==> src/rtl/transmitter.sv <==
// UART transmitter: one-deep holding buffer feeding a baud_tick-paced start/data/stop framer.
// Define UART_TX_PARITY_EN to insert an even parity bit between data bit 7 and the stop bit(s).
module transmitter #(
  parameter int unsigned STOP_BITS = 1
) (
  input  logic       clk,
  input  logic       rst_n,
  input  logic       baud_tick,
  input  logic [7:0] tx_data,
  input  logic       tx_data_valid,
  output logic       tx_ready,
  output logic       tx_out,
  output logic       tx_busy,
  output logic       tx_done
);

`ifdef UART_TX_PARITY_EN
  typedef enum logic [2:0] {
    IDLE   = 3'd0,
    START  = 3'd1,
    DATA   = 3'd2,
    PARITY = 3'd3,
    STOP   = 3'd4
  } state_e;
`else
  typedef enum logic [2:0] {
    IDLE  = 3'd0,
    START = 3'd1,
    DATA  = 3'd2,
    STOP  = 3'd4
  } state_e;
`endif

  // Index of the final stop interval: 0 for one stop bit, 1 for two.
  localparam logic STOP_LAST = (STOP_BITS == 2);

  state_e     state_q, state_d;
  logic [7:0] buf_q, buf_d;
  logic       buf_full_q, buf_full_d;
  logic [7:0] shift_q, shift_d;
  logic [2:0] bit_cnt_q, bit_cnt_d;
  logic       stop_cnt_q, stop_cnt_d;
  logic       tx_out_q, tx_out_d;
  logic       tx_done_q, tx_done_d;
  logic       load;
`ifdef UART_TX_PARITY_EN
  logic       parity_q, parity_d;
`endif

  always_ff @(posedge clk or negedge rst_n) begin
    if (!rst_n) begin
      state_q    <= IDLE;
      buf_q      <= '0;
      buf_full_q <= 1'b0;
      shift_q    <= '0;
      bit_cnt_q  <= '0;
      stop_cnt_q <= 1'b0;
      tx_out_q   <= 1'b1;
      tx_done_q  <= 1'b0;
`ifdef UART_TX_PARITY_EN
      parity_q   <= 1'b0;
`endif
    end else begin
      state_q    <= state_d;
      buf_q      <= buf_d;
      buf_full_q <= buf_full_d;
      shift_q    <= shift_d;
      bit_cnt_q  <= bit_cnt_d;
      stop_cnt_q <= stop_cnt_d;
      tx_out_q   <= tx_out_d;
      tx_done_q  <= tx_done_d;
`ifdef UART_TX_PARITY_EN
      parity_q   <= parity_d;
`endif
    end
  end

  always_comb begin
    state_d    = state_q;
    buf_d      = buf_q;
    buf_full_d = buf_full_q;
    shift_d    = shift_q;
    bit_cnt_d  = bit_cnt_q;
    stop_cnt_d = stop_cnt_q;
    tx_out_d   = tx_out_q;
    tx_done_d  = 1'b0;
    load       = 1'b0;
`ifdef UART_TX_PARITY_EN
    parity_d   = parity_q;
`endif

    case (state_q)
      IDLE: begin
        if (baud_tick) begin
          tx_out_d = 1'b1;
          load     = buf_full_q;
        end
      end
      START: begin
        if (baud_tick) begin
          tx_out_d  = shift_q[0];
          shift_d   = shift_q >> 1;
          bit_cnt_d = '0;
          state_d   = DATA;
        end
      end
      DATA: begin
        if (baud_tick) begin
          if (bit_cnt_q != 3'd7) begin
            tx_out_d  = shift_q[0];
            shift_d   = shift_q >> 1;
            bit_cnt_d = bit_cnt_q + 3'd1;
          end else begin
`ifdef UART_TX_PARITY_EN
            tx_out_d   = parity_q;
            state_d    = PARITY;
`else
            tx_out_d   = 1'b1;
            state_d    = STOP;
            stop_cnt_d = 1'b0;
`endif
          end
        end
      end
`ifdef UART_TX_PARITY_EN
      PARITY: begin
        if (baud_tick) begin
          tx_out_d   = 1'b1;
          state_d    = STOP;
          stop_cnt_d = 1'b0;
        end
      end
`endif
      STOP: begin
        if (baud_tick) begin
          if (stop_cnt_q == STOP_LAST) begin
            tx_done_d = 1'b1;
            load      = buf_full_q;
            if (!buf_full_q) begin
              state_d  = IDLE;
              tx_out_d = 1'b1;
            end
          end else begin
            stop_cnt_d = 1'b1;
            tx_out_d   = 1'b1;
          end
        end
      end
      default: begin
        state_d  = IDLE;
        tx_out_d = 1'b1;
      end
    endcase

    // Shared by IDLE and the final stop tick so back-to-back frames need no idle bit.
    if (load) begin
      shift_d    = buf_q;
      buf_full_d = 1'b0;
      tx_out_d   = 1'b0;
      bit_cnt_d  = '0;
      state_d    = START;
`ifdef UART_TX_PARITY_EN
      parity_d   = ^buf_q;
`endif
    end

    // Load needs a full buffer and acceptance an empty one, so the two never collide.
    if (tx_data_valid && !buf_full_q) begin
      buf_d      = tx_data;
      buf_full_d = 1'b1;
    end
  end

  always_comb begin
    tx_ready = !buf_full_q;
    tx_out   = tx_out_q;
    tx_busy  = (state_q != IDLE);
    tx_done  = tx_done_q;
  end

endmodule

==> config.mk <==
export PLATFORM = sky130hd
export DESIGN_NAME = transmitter
export DESIGN_NICKNAME = d
export VERILOG_FILES = /design/src/rtl/transmitter.sv
export SDC_FILE = /design/constraint.sdc
export NUM_CORES = 1
export LEC_CHECK = 0
export CAP_MARGIN = 10
export CORE_ASPECT_RATIO = 1.75
export CORE_MARGIN = 8
export CORE_UTILIZATION = 36
export DETAILED_ROUTE_END_ITERATION = 12
export GPL_TIMING_DRIVEN = 0
export PLACE_DENSITY = 0.53
export SLEW_MARGIN = 20
export SYNTH_ARGS = -nofsm -noshare
export SYNTH_HDL_FRONTEND = slang
export SYNTH_SLANG_ARGS = --single-unit
export TNS_END_PERCENT = 1
==> constraint.sdc <==
create_clock -name clk -period 5.2 [get_ports clk]
set_clock_uncertainty 0.2 [all_clocks]
set_input_delay 0.78 -clock clk [delete_from_list [all_inputs] [get_ports clk]]
set_output_delay 0.78 -clock clk [all_outputs]
set_load 0.05 [all_outputs]
# --- Word level (Yosys, flattened, before mapping) ---
# Cells that the tools add are included.
totals:
  inputBits: 12
  ff_bits: 26
  output_inout_bits: 4
classes:
  n_reduce_logical: 11
  muxes: 41
  n_eq_ne: 17
  n_addsub: 1
op_table:
  columns: ["cell", "count"]
  rows:
  - ["$mux 3", 11]
  - ["$mux 8", 4]
  - ["$ne 3x3->1 const B", 9]
  - ["$mux 1", 20]
  - ["$pmux 8 s2", 1]
  - ["$pmux 3 s4", 1]
  - ["$ne 2x2->1 const B", 4]
  - ["$reduce_and 4->1", 2]
  - ["$reduce_and 7->1", 1]
  - ["$pmux 3 s2", 1]
  - ["$reduce_bool 3->1", 2]
  - ["$reduce_and 5->1", 1]
  - ["$ne 4x4->1 const B", 1]
  - ["$pmux 1 s2", 2]
  - ["$pmux 1 s4", 1]
  - ["$reduce_bool 2->1", 2]
  - ["$add 3x1->3 const B", 1]
  - ["$eq 3x1->1 const B", 1]
  - ["$eq 3x2->1 const B", 1]
  - ["$eq 3x3->1 const B", 1]
  - ["$logic_not 3->1", 1]
  - ["$logic_and 1x1->1", 1]
  - ["$logic_not 1->1", 1]

# --- Logic depth before layout (Yosys ltp) ---
# Gate-level depths: netlist of run 1.
logic_depth:
  word_depth: 5
  depth_mapped: 6
  depth_no_buf: 5

# --- Least setup slack after synthesis of run 1 ---
# OpenSTA, ideal clock, no wires.
synth_timing:
  path_type: "input-to-reg"
  startpoint: "in baud_tick"
  endpoint: "reg shift_q[4]"
  path_slack_ns: 3.001
  cell_stages: 5
  n_path_buf: 1
  setup_time_ns: 0.128
  arrival_time_ns: 1.871
  cell_sequence: "buf_6 -> nand2b_4 -> nor3_4 -> mux2_1 -> mux2_1"
synth_via:
  elab_chain_len: 4
synth_rtl:
  columns: ["item", "line", "text"]
  rows:
  - ["start, declared", "8", "input logic baud_tick,"]
  - ["$mux 1, on equally long branches", "135, 94", null]
  - ["$pmux 1 s2", "92", "case (state_q)"]
  - ["$ne 3x3->1 (no source line) or $reduce_bool 3->1 (tied branches)", null, null]
  - ["$reduce_and 4->1 (no source line)", null, null]
  - ["end signal, assigned", "67", "shift_q <= shift_d;"]
  - ["end, declared", "40", "logic [7:0] shift_q, shift_d;"]
# Several ways; a longest one is shown, not always the timed one.
# A chain may end at the register's enable or synchronous reset.

# --- Final worst setup path of run 1 ---
layout_timing:
  startpoint: "reg state_q[1]"
  endpoint: "out tx_busy"
layout_via:
  elab_chain_len: 1
layout_rtl:
  columns: ["item", "line", "text"]
  rows:
  - ["start, declared", "37", "state_e state_q, state_d;"]
  - ["start signal, assigned", "64", "state_q <= state_d;"]
  - ["$reduce_bool 3->1", "177", "tx_busy = (state_q != IDLE);"]
  - ["end, declared", "13", "output logic tx_busy,"]
# Every way passes these cells.

==> results of run 1 <==
[registers in the layout (all words and copies together), names as in the netlist]
name / cells
buf_q: 8
shift_q: 8
bit_cnt_q: 3
state_q: 3
buf_full_q: 1
tx_done: 1
tx_out: 1
[per-stage QoR]
step | instances | power, uW
6_report | 154 | 791.4
5_1_grt | 154 | 847.2
4_1_cts | 154 | 801.7
3_5_place_dp | 150 | 683.4
3_3_place_gp | 150 | 676.2
2_1_floorplan | 93 | 593.3
[worst max-delay path by stage]
stage / startpoint / end / depth (start not counted)
2_1_floorplan: baud_tick / shift_q[4] / 5
3_3_place_gp: state_q[1] / tx_busy / 3
3_5_place_dp: state_q[1] / tx_busy / 3
4_1_cts: state_q[1] / tx_busy / 3
5_1_grt: state_q[1] / tx_busy / 3
6_report: state_q[1] / tx_busy / 3
[final cells by class]
| class | instances | area [sq um] | share of cell area (%) |
|---|---|---|---|
| Buffer | 5 | 37.54 | 2.643 |
| Clock buffer | 4 | 45.04 | 3.172 |
| Inverter | 4 | 15.01 | 1.057 |
| Multi-Input combinational cell | 59 | 506.7 | 35.68 |
| Sequential cell | 25 | 626.9 | 44.14 |
| Tap cell | 43 | 53.80 | 3.789 |
| Timing Repair Buffer | 14 | 135.1 | 9.515 |
[metal layers]
metal  vias to the layer above  wire (microns)
met5                         -               0
met4                         0              27
met3                         4              97
met2                        15            1146
met1                       378             874
li1                        363               -
[kinds of logic after synthesis]
family	synth area share, %
AOI/OAI and AO/OA	5.591
buffers and inverters	4.430
DFF	52.85
adders and majority gates	2.109
and+or+nand+nor	11.60
muxes	23.42
[placed cells by master, fill, tap and decap left out, types with 2 or more instances in the layout]
| cell type | synthesis | layout |
|---|---|---|
| a21oi_1 | 6 | 6 |
| and3_1 | 2 | 2 |
| buf_6 | 2 | 2 |
| clkbuf_1 | 2 | 3 |
| clkbuf_8 | 0 | 3 |
| clkdlybuf4s50_1 | 0 | 13 |
| dfrtp_1 | 24 | 24 |
| ha_1 | 2 | 2 |
| inv_1 | 3 | 3 |
| mux2_1 | 14 | 14 |
| mux2_2 | 8 | 8 |
| mux2i_1 | 3 | 3 |
| nand2_1 | 3 | 3 |
| nand3b_1 | 2 | 2 |
| nor2_1 | 3 | 3 |
| nor2b_1 | 2 | 2 |
| nor3_1 | 2 | 2 |
| or3_1 | 2 | 2 |
[report_power, final]
group	internal, uW	total [uW]	switching, uW
Sequential	279	321	42.3
Combinational	170	354	184
Clock	54.8	116	61.5
[worst register-to-register path: cells and delay by family, from the launching register on]
family                   cells  cell delay [ps]
adder cells (fa/ha/maj)      2              420
flip-flops                   1              400
multiplexers                 1              340
AND/OR/NAND/NOR              1              240
buffers and inverters        1              210
AO/OA/AOI/OAI                1              120
==> impl_results.md, run 1 <==
- Grt peak-use layer: met2
- Synth Area per Inst: 12.75 sq um
- Number of library cell types mapped by synthesis: 29
- Status: finished, final reports clean
- Routability Congestion: a little over 0.8
- Met3 usage: 2.098%
- Antenna violations before repair: 0
- Overflow after GRT: 0
- Synth async-reset ratio: 100.0%
- Met1 Use GR: under 10%
- Via/cell ratio: 4.935
- Pre-CTS setup slack: 2514 ps
- Max Cap Viol: 0
- Synth-to-layout area growth: 19.73%
- Final setup viols: 0
- Clk Latency, worst-skew pair: around 270 ps
- Post-Synthesis Net Count: 107
- Die width: around 60 microns
- Max Clock Freq: between 300 and 400 MHz
- Setup tns final: 0 ps
- CTS tree: built
- Fin crit period: around 3000 ps
- Post-synth EDFFs: 0
- Layout cells sized above 1: between 10% and 20%
- Relative slew slack: between 60% and 70%
- CTS H-tree depth: 1
- Clock Tree Root: clkbuf_8
- Hold-fix buffers at CTS: 0
- DIE HEIGHT: 91.94 microns
- Cell Rows: 27
- Worst reg2reg endpoint: shift_q[1]
- Drt total wl: about 2100 microns
- TritonCTS Buffers: 3
- Layout fillers: around 300
- Avg WL per Cell: 13.93 microns
- Peak supply drop: roughly 0.23 mV
- RSZ-0062 raised after global routing: no
- Top-count cell post-synth: dfrtp_1
- Synth Flop Type: dfrtp_1
- Hold WC Path Type: in -> async
- Pwr Density: about 560 nW/um^2
- Slew @ Worst Pin: approximately 570 ps
- IO Count: 16
- Crit-path leading delay family: buffers and inverters
- Max Slew Vio Count: 0
- Hold_ws: 285.8 ps
- PortBufs: 14
- DR vias: 760
- CTS resizes: 0
- Buf/Inv on CP: 2
- GRT Total Usage: around 8.6%
- Post-detailed-route DRC marker count: 0
- Ys Warns: 0
- Sequential share of the synthesized area: around 53%
- Reg2reg setup slack: about 3200 ps
- Core Region: 3142 sq um
- Synth area leader: dfrtp_1
- Post-Syn Area: between 1000 and 1500 sq um
- Inserted Diodes: 0
- DRT Pass-1 Iters: 4
- Largest net degree at the start of global routing: 26
- Post-layout util: a little under half
- Setup bufs post-CTS: 0
- GRT met2 Usage: ~15%
- Critical Path Max Stage Delay: approximately 700 ps
- CP max-delay cell: clkdlybuf4s50_1
- CP endpoint kind: primary output
- Iter 0 DRT Violations: 6
- WP data required: 4220 ps
- Synthesized instance count: between 90 and 100
- Type of the worst setup path: reg -> out
- Die area: about 5500 sq um
- Crit-path cells: clkbuf_1, or3_1, clkdlybuf4s50_1
- Synth top area share: between 50% and 60%
- Clock transition at path regs: ~90 ps
- Crit path DAT: approximately 2000 ps
- Commonest cells in the netlist: 24 x dfrtp_1, 14 x mux2_1, 8 x mux2_2
- Starting Density: a little under two fifths
- Final instance area: around 1400 sq um
- CP Launch Type: flop
- Crit path max fanout: 10
- RR Startpoint: bit_cnt_q[0]
- Top post-synthesis cells by area: dfrtp_1 51%, mux2_1 13%, mux2_2 7.6%
- Vias in the first global route: between 800 and 900
- Register bit total from synthesis: 25
- Post-route ant nets: 0
- Setup WS post-layout: about 2200 ps
- Nets: roughly 130
- Hold Violations, Final: 0
- Reg2Reg Depth: 6
- Area of placed instances: about 1400 sq um
- Clock Sink Count: 25
- Max Buffers Root-to-Sink: 2
- First-pass GRT wire length: roughly 3700 microns
- Leak Pwr: a little over 0.0006 uW
- Period Utilization, post-route: ~58%
- Post-detail-place hpwl: 1560 microns
Power figures use the tool's default switching activity.
==> run 2: changes to the inputs <==
==> constraint.sdc (replaced) <==
create_clock -name clk -period 3.1 [get_ports clk]
set_clock_uncertainty 0.2 [all_clocks]
set_input_delay 0.465 -clock clk [delete_from_list [all_inputs] [get_ports clk]]
set_output_delay 0.465 -clock clk [all_outputs]
set_load 0.05 [all_outputs]
==> results of run 2 <==
Same layout as run 1 (identical final DEF). Status: complete, but fails checks: negative hold slack.
Main changes from that run: setup slack after placement 2514 ps -> 729.2 ps; setup slack after layout 2208 ps -> 423.1 ps; hold slack 285.8 ps -> -24.63 ps; number of hold violations in the final report 0 -> 24; register-to-register setup slack 3150 ps -> 1050 ps; total power 791.4 uW -> 1327 uW; worst IR drop on VDD 0.2257 mV -> 0.3786 mV
==> run 3: changes to the inputs <==
--- a/config.mk
+++ b/config.mk
@@ -10,6 +10,7 @@
 export CORE_MARGIN = 8
 export CORE_UTILIZATION = 36
 export DETAILED_ROUTE_END_ITERATION = 12
+export GPL_ROUTABILITY_DRIVEN = 1
 export GPL_TIMING_DRIVEN = 0
 export PLACE_DENSITY = 0.53
 export SLEW_MARGIN = 20
==> results of run 3 <==
Same layout as run 1 (identical final DEF). Status: complete, but fails checks: negative hold slack.
Main changes from that run: setup slack after placement 2514 ps -> 729.2 ps; setup slack after layout 2208 ps -> 423.1 ps; hold slack 285.8 ps -> -24.63 ps; number of hold violations in the final report 0 -> 24; register-to-register setup slack 3150 ps -> 1050 ps; total power 791.4 uW -> 1327 uW; worst IR drop on VDD 0.2257 mV -> 0.3786 mV
